## src/rtl/regbus_arbiter_if.sv

```systemverilog
// Two-master register bus plus the shared slave port. The arbiter takes the
// slave modport; the bench (masters and slave model) takes the master modport.
interface regbus_arbiter_if #(
    parameter int ADDR_W = 19,
    parameter int DATA_W = 16
);
    logic [ADDR_W:1]   m0_addr,   m1_addr;
    logic [DATA_W-1:0] m0_wrdata, m1_wrdata;
    logic              m0_rdmem,  m0_wrmem,  m1_rdmem,  m1_wrmem;
    logic [DATA_W-1:0] m0_rddata, m1_rddata;
    logic              m0_rddone, m0_wrdone, m0_err;
    logic              m1_rddone, m1_wrdone, m1_err;
    logic [ADDR_W:1]   s_addr;
    logic [DATA_W-1:0] s_wrdata,  s_rddata;
    logic              s_rdmem,   s_wrmem,   s_rddone,  s_wrdone;

    modport slave (
        input  m0_addr, m0_wrdata, m0_rdmem, m0_wrmem,
        input  m1_addr, m1_wrdata, m1_rdmem, m1_wrmem,
        output m0_rddata, m0_rddone, m0_wrdone, m0_err,
        output m1_rddata, m1_rddone, m1_wrdone, m1_err,
        output s_addr, s_wrdata, s_rdmem, s_wrmem,
        input  s_rddata, s_rddone, s_wrdone
    );

    modport master (
        output m0_addr, m0_wrdata, m0_rdmem, m0_wrmem,
        output m1_addr, m1_wrdata, m1_rdmem, m1_wrmem,
        input  m0_rddata, m0_rddone, m0_wrdone, m0_err,
        input  m1_rddata, m1_rddone, m1_wrdone, m1_err,
        input  s_addr, s_wrdata, s_rdmem, s_wrmem,
        output s_rddata, s_rddone, s_wrdone
    );
endinterface

```

## src/rtl/regbus_arbiter.sv

```systemverilog
// Round-robin arbiter of two register-bus masters onto one slave, one
// transaction outstanding, with a WAIT timeout that completes with err.

// One pending-request slot per master; a write wins over a simultaneous read.
module regbus_slot #(
    parameter int ADDR_W = 19,
    parameter int DATA_W = 16
) (
    input  logic              clk,
    input  logic              rst_n,
    input  logic              rdmem,
    input  logic              wrmem,
    input  logic [ADDR_W:1]   addr,
    input  logic [DATA_W-1:0] wrdata,
    input  logic              clr,
    output logic              pend,
    output logic              is_wr,
    output logic [ADDR_W:1]   addr_q,
    output logic [DATA_W-1:0] wrdata_q
);
    always_ff @(posedge clk) begin
        if (!rst_n) begin
            pend     <= 1'b0;
            is_wr    <= 1'b0;
            addr_q   <= '0;
            wrdata_q <= '0;
        end else if (clr) begin
            pend <= 1'b0;
        end else if ((rdmem || wrmem) && !pend) begin
            pend     <= 1'b1;
            is_wr    <= wrmem;
            addr_q   <= addr;
            wrdata_q <= wrdata;
        end
    end
endmodule

module regbus_arbiter #(
    parameter int ADDR_W  = 19,
    parameter int DATA_W  = 16,
    parameter int TIMEOUT = 255
) (
    input  logic              clk,
    input  logic              rst_n,
    regbus_arbiter_if.slave   bus
);
    localparam int CNT_W = (TIMEOUT < 1) ? 1 : $clog2(TIMEOUT + 1);

    typedef enum logic [1:0] {IDLE, ISSUE, WAIT} state_t;

    state_t                   state, state_nxt;
    logic [1:0]               m_rdmem, m_wrmem, pend, is_wr, clr;
    logic [1:0][ADDR_W:1]     m_addr, slot_addr;
    logic [1:0][DATA_W-1:0]   m_wrdata, slot_wrdata, rddata_q;
    logic [1:0]               rddone_q, wrdone_q, err_q;
    logic                     gnt, gnt_nxt, last_gnt, s_is_wr;
    logic [ADDR_W:1]          s_addr_q;
    logic [DATA_W-1:0]        s_wrdata_q;
    logic [CNT_W-1:0]         cnt;
    logic                     ack_hit, timed_out, finish;

    assign m_rdmem  = {bus.m1_rdmem,  bus.m0_rdmem};
    assign m_wrmem  = {bus.m1_wrmem,  bus.m0_wrmem};
    assign m_addr   = {bus.m1_addr,   bus.m0_addr};
    assign m_wrdata = {bus.m1_wrdata, bus.m0_wrdata};

    for (genvar i = 0; i < 2; i++) begin : g_slot
        regbus_slot #(.ADDR_W(ADDR_W), .DATA_W(DATA_W)) u_slot (
            .clk      (clk),
            .rst_n    (rst_n),
            .rdmem    (m_rdmem[i]),
            .wrmem    (m_wrmem[i]),
            .addr     (m_addr[i]),
            .wrdata   (m_wrdata[i]),
            .clr      (clr[i]),
            .pend     (pend[i]),
            .is_wr    (is_wr[i]),
            .addr_q   (slot_addr[i]),
            .wrdata_q (slot_wrdata[i])
        );
    end

    // Timeout is decided in the cycle the counter equals TIMEOUT, so an ack
    // arriving in that same cycle still wins.
    always_comb begin
        state_nxt = state;
        gnt_nxt   = gnt;
        clr       = '0;
        finish    = 1'b0;
        ack_hit   = s_is_wr ? bus.s_wrdone : bus.s_rddone;
        timed_out = (cnt == CNT_W'(TIMEOUT));
        case (state)
            IDLE: if (|pend) begin
                state_nxt = ISSUE;
                gnt_nxt   = (&pend) ? ~last_gnt : pend[1];
            end
            ISSUE: state_nxt = WAIT;
            WAIT: if (ack_hit || timed_out) begin
                finish    = 1'b1;
                clr[gnt]  = 1'b1;
                state_nxt = IDLE;
            end
            default: state_nxt = IDLE;
        endcase
    end

    always_ff @(posedge clk) begin
        if (!rst_n) begin
            state      <= IDLE;
            gnt        <= 1'b0;
            last_gnt   <= 1'b1;
            s_is_wr    <= 1'b0;
            s_addr_q   <= '0;
            s_wrdata_q <= '0;
            cnt        <= '0;
            rddone_q   <= '0;
            wrdone_q   <= '0;
            err_q      <= '0;
            rddata_q   <= '0;
        end else begin
            state    <= state_nxt;
            rddone_q <= '0;
            wrdone_q <= '0;
            err_q    <= '0;
            cnt      <= (state == WAIT) ? cnt + 1'b1 : '0;
            // Slave address/data latched at grant and held until the next grant.
            if (state == IDLE && |pend) begin
                gnt        <= gnt_nxt;
                s_is_wr    <= is_wr[gnt_nxt];
                s_addr_q   <= slot_addr[gnt_nxt];
                s_wrdata_q <= slot_wrdata[gnt_nxt];
            end
            if (finish) begin
                last_gnt   <= gnt;
                err_q[gnt] <= !ack_hit;
                if (s_is_wr) begin
                    wrdone_q[gnt] <= 1'b1;
                end else begin
                    rddone_q[gnt] <= 1'b1;
                    rddata_q[gnt] <= ack_hit ? bus.s_rddata : '0;
                end
            end
        end
    end

    assign bus.s_addr    = s_addr_q;
    assign bus.s_wrdata  = s_wrdata_q;
    assign bus.s_rdmem   = (state == ISSUE) && !s_is_wr;
    assign bus.s_wrmem   = (state == ISSUE) &&  s_is_wr;
    assign bus.m0_rddata = rddata_q[0];
    assign bus.m1_rddata = rddata_q[1];
    assign bus.m0_rddone = rddone_q[0];
    assign bus.m1_rddone = rddone_q[1];
    assign bus.m0_wrdone = wrdone_q[0];
    assign bus.m1_wrdone = wrdone_q[1];
    assign bus.m0_err    = err_q[0];
    assign bus.m1_err    = err_q[1];
endmodule

```

## src/flat_wrapper.sv

```systemverilog
// flat-port wrapper written by rule: the top's interface ports become plain ports
module regbus_arbiter_flat 
#(
    parameter int ADDR_W  = 19,
    parameter int DATA_W  = 16,
    parameter int TIMEOUT = 255
)
  (clk, rst_n, bus_m0_addr, bus_m0_wrdata, bus_m0_rdmem, bus_m0_wrmem, bus_m1_addr, bus_m1_wrdata, bus_m1_rdmem, bus_m1_wrmem, bus_m0_rddata, bus_m0_rddone, bus_m0_wrdone, bus_m0_err, bus_m1_rddata, bus_m1_rddone, bus_m1_wrdone, bus_m1_err, bus_s_addr, bus_s_wrdata, bus_s_rdmem, bus_s_wrmem, bus_s_rddata, bus_s_rddone, bus_s_wrdone);
  regbus_arbiter_if #(.ADDR_W(ADDR_W), .DATA_W(DATA_W)) bus_i ();
  input  logic clk;
  input  logic rst_n;
  input wire logic [$bits(bus_i.m0_addr)-1:0] bus_m0_addr;
  input wire logic [$bits(bus_i.m0_wrdata)-1:0] bus_m0_wrdata;
  input wire logic [$bits(bus_i.m0_rdmem)-1:0] bus_m0_rdmem;
  input wire logic [$bits(bus_i.m0_wrmem)-1:0] bus_m0_wrmem;
  input wire logic [$bits(bus_i.m1_addr)-1:0] bus_m1_addr;
  input wire logic [$bits(bus_i.m1_wrdata)-1:0] bus_m1_wrdata;
  input wire logic [$bits(bus_i.m1_rdmem)-1:0] bus_m1_rdmem;
  input wire logic [$bits(bus_i.m1_wrmem)-1:0] bus_m1_wrmem;
  output wire logic [$bits(bus_i.m0_rddata)-1:0] bus_m0_rddata;
  output wire logic [$bits(bus_i.m0_rddone)-1:0] bus_m0_rddone;
  output wire logic [$bits(bus_i.m0_wrdone)-1:0] bus_m0_wrdone;
  output wire logic [$bits(bus_i.m0_err)-1:0] bus_m0_err;
  output wire logic [$bits(bus_i.m1_rddata)-1:0] bus_m1_rddata;
  output wire logic [$bits(bus_i.m1_rddone)-1:0] bus_m1_rddone;
  output wire logic [$bits(bus_i.m1_wrdone)-1:0] bus_m1_wrdone;
  output wire logic [$bits(bus_i.m1_err)-1:0] bus_m1_err;
  output wire logic [$bits(bus_i.s_addr)-1:0] bus_s_addr;
  output wire logic [$bits(bus_i.s_wrdata)-1:0] bus_s_wrdata;
  output wire logic [$bits(bus_i.s_rdmem)-1:0] bus_s_rdmem;
  output wire logic [$bits(bus_i.s_wrmem)-1:0] bus_s_wrmem;
  input wire logic [$bits(bus_i.s_rddata)-1:0] bus_s_rddata;
  input wire logic [$bits(bus_i.s_rddone)-1:0] bus_s_rddone;
  input wire logic [$bits(bus_i.s_wrdone)-1:0] bus_s_wrdone;
  assign bus_i.m0_addr = bus_m0_addr;
  assign bus_i.m0_wrdata = bus_m0_wrdata;
  assign bus_i.m0_rdmem = bus_m0_rdmem;
  assign bus_i.m0_wrmem = bus_m0_wrmem;
  assign bus_i.m1_addr = bus_m1_addr;
  assign bus_i.m1_wrdata = bus_m1_wrdata;
  assign bus_i.m1_rdmem = bus_m1_rdmem;
  assign bus_i.m1_wrmem = bus_m1_wrmem;
  assign bus_m0_rddata = bus_i.m0_rddata;
  assign bus_m0_rddone = bus_i.m0_rddone;
  assign bus_m0_wrdone = bus_i.m0_wrdone;
  assign bus_m0_err = bus_i.m0_err;
  assign bus_m1_rddata = bus_i.m1_rddata;
  assign bus_m1_rddone = bus_i.m1_rddone;
  assign bus_m1_wrdone = bus_i.m1_wrdone;
  assign bus_m1_err = bus_i.m1_err;
  assign bus_s_addr = bus_i.s_addr;
  assign bus_s_wrdata = bus_i.s_wrdata;
  assign bus_s_rdmem = bus_i.s_rdmem;
  assign bus_s_wrmem = bus_i.s_wrmem;
  assign bus_i.s_rddata = bus_s_rddata;
  assign bus_i.s_rddone = bus_s_rddone;
  assign bus_i.s_wrdone = bus_s_wrdone;
  regbus_arbiter #(.ADDR_W(ADDR_W), .DATA_W(DATA_W), .TIMEOUT(TIMEOUT)) u_core (.clk(clk), .rst_n(rst_n), .bus(bus_i));
endmodule
```

## config.mk

```make
export PLATFORM = sky130hd
export DESIGN_NAME = regbus_arbiter_flat
export DESIGN_NICKNAME = d
export VERILOG_FILES = /design/src/rtl/regbus_arbiter_if.sv /design/src/rtl/regbus_arbiter.sv /design/src/flat_wrapper.sv
export SDC_FILE = /design/constraint.sdc
export NUM_CORES = 1
export LEC_CHECK = 0
export CAP_MARGIN = 0
export CORE_MARGIN = 2
export CORE_UTILIZATION = 39
export DETAILED_ROUTE_END_ITERATION = 6
export PLACE_DENSITY = 0.64
export SYNTH_ARGS = -nofsm -noshare
export SYNTH_HDL_FRONTEND = slang
export SYNTH_SLANG_ARGS = --single-unit
```

## constraint.sdc

```tcl
create_clock -name clk -period 2.5 [get_ports clk]
set_clock_uncertainty 0.05 [all_clocks]
set_input_delay 0.25 -clock clk [delete_from_list [all_inputs] [get_ports clk]]
set_output_delay 0.25 -clock clk [all_outputs]
set_load 0.005 [all_outputs]
```

==> results of run 1 <==
==> stage by stage <==
| step | utilization, % | setup slack (ns) | std cells | power, mW | hold slack (ns) |
|---|---|---|---|---|---|
| after floorplan | - | 0.5286 | 683 | 3.423 | 0.3195 |
| after global placement | 51.60 | 0.2289 | 1026 | 3.856 | 0.3817 |
| after detailed placement | 51.60 | 0.1551 | 1026 | 3.883 | 0.3957 |
| after CTS | 55.55 | 0.2503 | 1058 | 6.638 | 0.1504 |
| after global routing | 55.55 | 0.1347 | 1058 | 6.840 | 0.1914 |
| final | 55.55 | 0.2807 | 1058 | 6.567 | 0.1706 |
==> cells by family (layout without fill, tap and decap cells) <==
family	count (synthesis)	in the layout	synth area share, %
AO/OA/AOI/OAI	83	83	7.019
XOR/XNOR	5	5	0.6844
adder cells (fa/ha/maj)	1	1	0.1955
buffers and inverters	56	215	4.985
flip-flops	160	160	50.05
multiplexers	141	141	22.13
AND/OR/NAND/NOR	237	237	14.94
==> sequential cells by signal, indices dropped and copies added (netlist names) <==
register                       flops
u_core.bus.m0_rddata              16
u_core.bus.m1_rddata              16
u_core.bus.s_addr                 19
u_core.bus.s_wrdata               16
u_core.cnt                         8
u_core.err_q                       2
u_core.g_slot.u_slot.addr_q       38
u_core.g_slot.u_slot.is_wr         2
u_core.g_slot.u_slot.pend          2
u_core.g_slot.u_slot.wrdata_q     32
u_core.gnt                         1
u_core.last_gnt                    1
u_core.rddone_q                    2
u_core.s_is_wr                     1
u_core.state                       2
u_core.wrdone_q                    2
==> routing by layer <==
layer / share of wire, % / vias up
met5: 0 / -
li1: - / 2597
met1: 45 / 2419
met4: 1.9 / 0
met3: 5.9 / 21
met2: 47 / 148
==> worst paths after layout <==
check / startpoint / to / slack [ns] / cells past startpoint
setup / recovery: u_core.cnt[0]$_SDFF_PN0_ / u_core.g_slot[1].u_slot.addr_q[6]$_SDFFE_PN0P_ / 0.28 / 6
hold / removal: rst_n / u_core.g_slot[1].u_slot.addr_q[16]$_SDFFE_PN0P_ / 0.17 / 3
setup reg to reg: u_core.cnt[0]$_SDFF_PN0_ / u_core.g_slot[1].u_slot.addr_q[6]$_SDFFE_PN0P_ / 0.28 / 6
hold reg to reg: u_core.g_slot[0].u_slot.addr_q[8]$_SDFFE_PN0P_ / u_core.g_slot[0].u_slot.addr_q[8]$_SDFFE_PN0P_ / 0.40 / 2
==> tightest hold or removal path, delay by kind of cell <==
kind	cells	cell delay (ns)
multiplexers	1	0.06
buffers and inverters	1	0.18
AND/OR/NAND/NOR	1	0.10
==> where the power goes <==
group	switching (mW)	internal [mW]	total, mW
registers	0.110	2.74	2.85
clock network	1.05	1.69	2.74
logic	0.454	0.518	0.971
==> synthesized netlist by cell type <==
| cell | number |
|---|---|
| a21oi_1 | 38 |
| buf_1 | 1 |
| nor2b_1 | 2 |
| buf_4 | 5 |
| xor2_1 | 2 |
| buf_6 | 5 |
| a31o_2 | 1 |
| nor2_1 | 19 |
| nand4_1 | 3 |
| nand3_1 | 20 |
| nand2b_1 | 3 |
| clkbuf_1 | 36 |
| and3_1 | 1 |
| o31ai_1 | 1 |
| a21o_1 | 1 |
| or3_1 | 1 |
| buf_2 | 3 |
| nand2_1 | 181 |
| mux2i_1 | 140 |
| mux2_4 | 1 |
| o21a_1 | 1 |
| and4_1 | 1 |
| nor4_1 | 3 |
| dfxtp_1 | 160 |
| a41o_1 | 1 |
| buf_12 | 3 |
| xnor2_1 | 3 |
| o21ai_0 | 38 |
| a311oi_2 | 1 |
| inv_1 | 3 |
| a211oi_2 | 1 |
| nor3_1 | 3 |
| ha_1 | 1 |
==> area by class of cell <==
type / count / share of cell area [%]
sequential: 160 / 36.17
clock inverter: 14 / 2.147
timing repair buffer: 180 / 20.73
clock buffer: 18 / 4.959
inverter: 3 / 0.1272
multi-input combinational: 467 / 32.82
tap: 216 / 3.052
==> results.cfg, run 1 <==
[setup_path]
cpLargestDelayFamily = compound AO/OA/AOI/OAI gates
slowest_stage = a41o_1
cp.buffers_inverters = 1
critPathLaunchType = flop
crit_path_max_fanout = 36
worst-setup-path-type = flop to flop
crit_chain = ha_1 -> and4_1 -> a41o_1 -> a311oi_4 -> buf_12 -> mux2i_1
endpoint_kind = flop
arrival_ns = 2.52
critPathMaxStageDelay_ns = 0.39
required_ns = 2.80

[global_route]
grt.busiest_layer = met2
grt_use_met1_pct = 22.44
grt_max_degree = 113
use_met3_pct = 5.344
grt_pass1_wl_mm = 25.69
grt-ovfl-total = 0
grt_pass1_vias = 5281
grtUsageTotal_pct = 18.22
antenna_found_initial = 0
grtUsageMet2_pct = 30.06

[yosys]
seq_area_frac_synth_pct = 50.05
synth_top_area_share_pct = 50.05
synth_area_per_cell_sq_um = 9.370
synth_nets = 778
synth.distinct_cells = 33
yosys-top-cells-area = dfxtp_1 (50%), mux2i_1 (22%), nand2_1 (11%), a21oi_1 (3.0%), o21ai_0 (3.0%)
synth_cells = 683
synth_top_area_cell = dfxtp_1
synth-seq-cells = 160
netlist_area_sq_mm = 0.006400
ys_warn_count = 0

[floorplan]
die_area_sq_mm = 0.01745
core_sq_mm = 0.01594
num_rows = 46
start_util_pct = 40.14
die_y_microns = 132.1
ios = 169
die_w_microns = 132.1

[place]
port_buffers = 168
placed_area_sq_mm = 0.008227
routabilityCongestion = 0.8136
hpwl_mm = 10.84

[drt]
route.detailed.drc = 0
first_pass_iters = 4
vias = 5185
viasPerCell = 4.901
postRouteWirelength_mm = 15.71
ant_nets = 0
drt-initial-drc-count = 270
drt-wirelength-per-cell_microns = 14.85

[sta]
drv_slew = 0
setup_tns_ns = 0
setup_viol = 0
worst_pin_slew_ns = 0.6687
finalHoldViolCount = 0
period_minus_slack_ns = 2.219
post-route-period-util_pct = 88.77
slew_headroom_pct = 55.42
max_clock_freq_mhz = 450.6
rsz0062_at_grt = no

[cts]
insertion_delay_ns = 0.43
cts_max_path_buffers = 2
holdBufCountCts = 0
cts_resized = 0
clk_pin_slew_ns = 0.06
cts_buffers = 17
cts_setup_buffers = 0
cts.sinks = 160
cts_root_buf = clkbuf_16
htreeDepth = 4
cts_tree = yes

[flow_run]
maxCapViolCount = 0

[finish]
multi_input_area_sq_mm = 0.002907
final_area_sq_mm = 0.008856
antennaDiodeCount = 0
final_nets = 924
drive_gt1_share_pct = 6.057
nFillCells = 1413
area_growth_pct = 38.38
seq_area_sq_mm = 0.003203
layout_common_cells = nand2_1 (181), clkdlybuf4s50_1 (167), dfxtp_1 (160), mux2i_1 (140)
final_common_cell = nand2_1

[power]
p_per_area_mw_per_mm2 = 741.6
p_leak_nw = 3.775
ir_drop_uv = 475.2

[worst_hold_path]
hp-class = input pin to flop

[outcome]
status = complete, no violations
Power figures use the tool's default switching activity.
==> inputs of run 2 (changes only) <==
Settings changed: RECOVER_POWER set to 100.
==> run 2 against run 1 <==
  * Design area is 0.44% lower
  * Register-to-register slack worse by 0.05 ns
  * Global-route usage stayed put
  * Clock-buffer cell count stayed put
  * Clock power hardly changed
  * Sequential power hardly changed
  * Non-clock buffer count stayed put
  * Cell count stayed put
  * Critical path type unchanged
==> results.cfg, run 2 (synthesis gave the netlist of run 1 again) <==
[outcome]
status = complete, no violations

[drt]
drt-wirelength-per-cell_microns = 14.81
first_pass_iters = 5
drt-initial-drc-count = 250
route.detailed.drc = 0
vias = 5186
postRouteWirelength_mm = 15.67
ant_nets = 0
viasPerCell = 4.902

[finish]
final_nets = 924
largest-register = u_core.g_slot.u_slot.addr_q
final_common_cell = nand2_1
nFillCells = 1417
largest_reg_flops = 38
area_growth_pct = 37.77
antennaDiodeCount = 0
drive_gt1_share_pct = 5.701
final_area_sq_mm = 0.008817
layout_common_cells = nand2_1 (181), dfxtp_1 (160), mux2i_1 (140), clkdlybuf4s50_1 (92), dlygate4sd3_1 (75)

[worst_hold_path]
hp-class = input pin to flop
hold_end = u_core.g_slot[1].u_slot.addr_q[16]$_SDFFE_PN0P_
hp-start = rst_n
hold_path_depth = 3

[floorplan]
num_rows = 46
die_y_microns = 132.1
die_w_microns = 132.1
start_util_pct = 40.14
ios = 169
core_sq_mm = 0.01594
die_area_sq_mm = 0.01745

[cts]
clk_pin_slew_ns = 0.06
htreeDepth = 4
insertion_delay_ns = 0.42
cts_buffers = 17
cts_resized = 0
cts_tree = yes
holdBufCountCts = 0
cts_max_path_buffers = 2
cts_setup_buffers = 0
cts.sinks = 160
cts_root_buf = clkbuf_16

[sta]
max_clock_freq_mhz = 440.2
worst_pin_slew_ns = 0.9735
slew_headroom_pct = 34.92
finalHoldViolCount = 0
rsz0062_at_grt = no
drv_slew = 0
holdWs_ns = 0.1671
period_minus_slack_ns = 2.272
post-route-period-util_pct = 90.87
setup_tns_ns = 0
setup_viol = 0

[global_route]
grtUsageTotal_pct = 18.22
grt-ovfl-total = 0
antenna_found_initial = 0
grt_pass1_vias = 5281
grt_pass1_wl_mm = 25.69
grt_max_degree = 113

[setup_path]
critPathLaunchType = flop
critPathMaxStageDelay_ns = 0.43
required_ns = 2.80
endpoint_kind = flop
cp.buffers_inverters = 1
rrSetupSlack_ns = 0.23
worst_r2r_endpoint = u_core.g_slot[0].u_slot.wrdata_q[9]$_SDFFE_PN0P_
slowest_stage = buf_6
crit_chain = ha_1 -> and4_1 -> a41o_1 -> a211oi_4 -> buf_6 -> mux2i_1
worst_r2r_startpoint = u_core.cnt[0]$_SDFF_PN0_
arrival_ns = 2.57
reg2reg_depth = 6
crit_path_max_fanout = 36
cpLargestDelayFamily = compound AO/OA/AOI/OAI gates
worst-setup-path-type = flop to flop

[place]
port_buffers = 168
routabilityCongestion = 0.8136
placed_area_sq_mm = 0.008227
hpwl_mm = 10.84

[flow_run]
maxCapViolCount = 0

[power]
power_mw = 6.522
p_leak_nw = 3.983
p_per_area_mw_per_mm2 = 739.7
ir_drop_uv = 469.2
[run 2: cell types whose count changed in the layout (fill, tap and decap cells not counted), sizes merged]
cell / previous run / this run
dlygate4sd3: 0 / 75
buf: 13 / 9
clkbuf: 18 / 22
clkdlybuf4s50: 167 / 92
[run 2: worst max path at each step]
stage	start	to	slack [ns]	depth (start not counted)
after floorplan	u_core.cnt[0]$_SDFF_PN0_	u_core.g_slot[1].u_slot.addr_q[10]$_SDFFE_PN0P_	0.53	8
after global placement	bus_s_rddone	u_core.g_slot[1].u_slot.wrdata_q[9]$_SDFFE_PN0P_	0.23	6
after detailed placement	bus_s_rddone	u_core.g_slot[1].u_slot.addr_q[6]$_SDFFE_PN0P_	0.16	6
after CTS	u_core.cnt[0]$_SDFF_PN0_	u_core.g_slot[1].u_slot.addr_q[6]$_SDFFE_PN0P_	0.25	6
after global routing	u_core.cnt[0]$_SDFF_PN0_	u_core.bus.m0_rddata[10]$_SDFFE_PN0P_	0.09	6
final	u_core.cnt[0]$_SDFF_PN0_	u_core.g_slot[0].u_slot.wrdata_q[9]$_SDFFE_PN0P_	0.23	6
[run 2: where the power goes]
part / switching [mW] / internal (mW)
combinational: 0.451 / 0.481
clock: 1.05 / 1.69
sequential: 0.106 / 2.74
total: 1.61 / 4.92
[run 2: routing by layer]
layer	wire length (microns)	track usage (%)	vias up
met5	0	0	-
met4	303	7.065	0
met3	932	5.344	21
met2	7401	30.06	146
met1	7029	22.44	2418
li1	-	-	2601
[run 2: tightest hold or removal path, stage by stage]
cell	delay [ns]
buf_6	0.18
nand2_1	0.10
mux2i_1	0.06
[run 2: area by class of cell]
cell class	count	area (sq um)	area share, %
multi-input cells	467	2902	32.91
well taps	216	270.3	3.065
inverters	3	11.26	0.1277
repair buffers	180	1802	20.43
clock buffers	18	439.2	4.981
flip-flops and latches	160	3203	36.33
clock inverters	14	190.2	2.157
[run 2: metrics by stage]
step,setup slack (ns),util (%),instances
after global routing,0.09215,55.31,1058
after floorplan,0.5286,-,683
after CTS,0.2503,55.55,1058
after detailed placement,0.1551,51.60,1026
final,0.2282,55.31,1058
after global placement,0.2289,51.60,1026
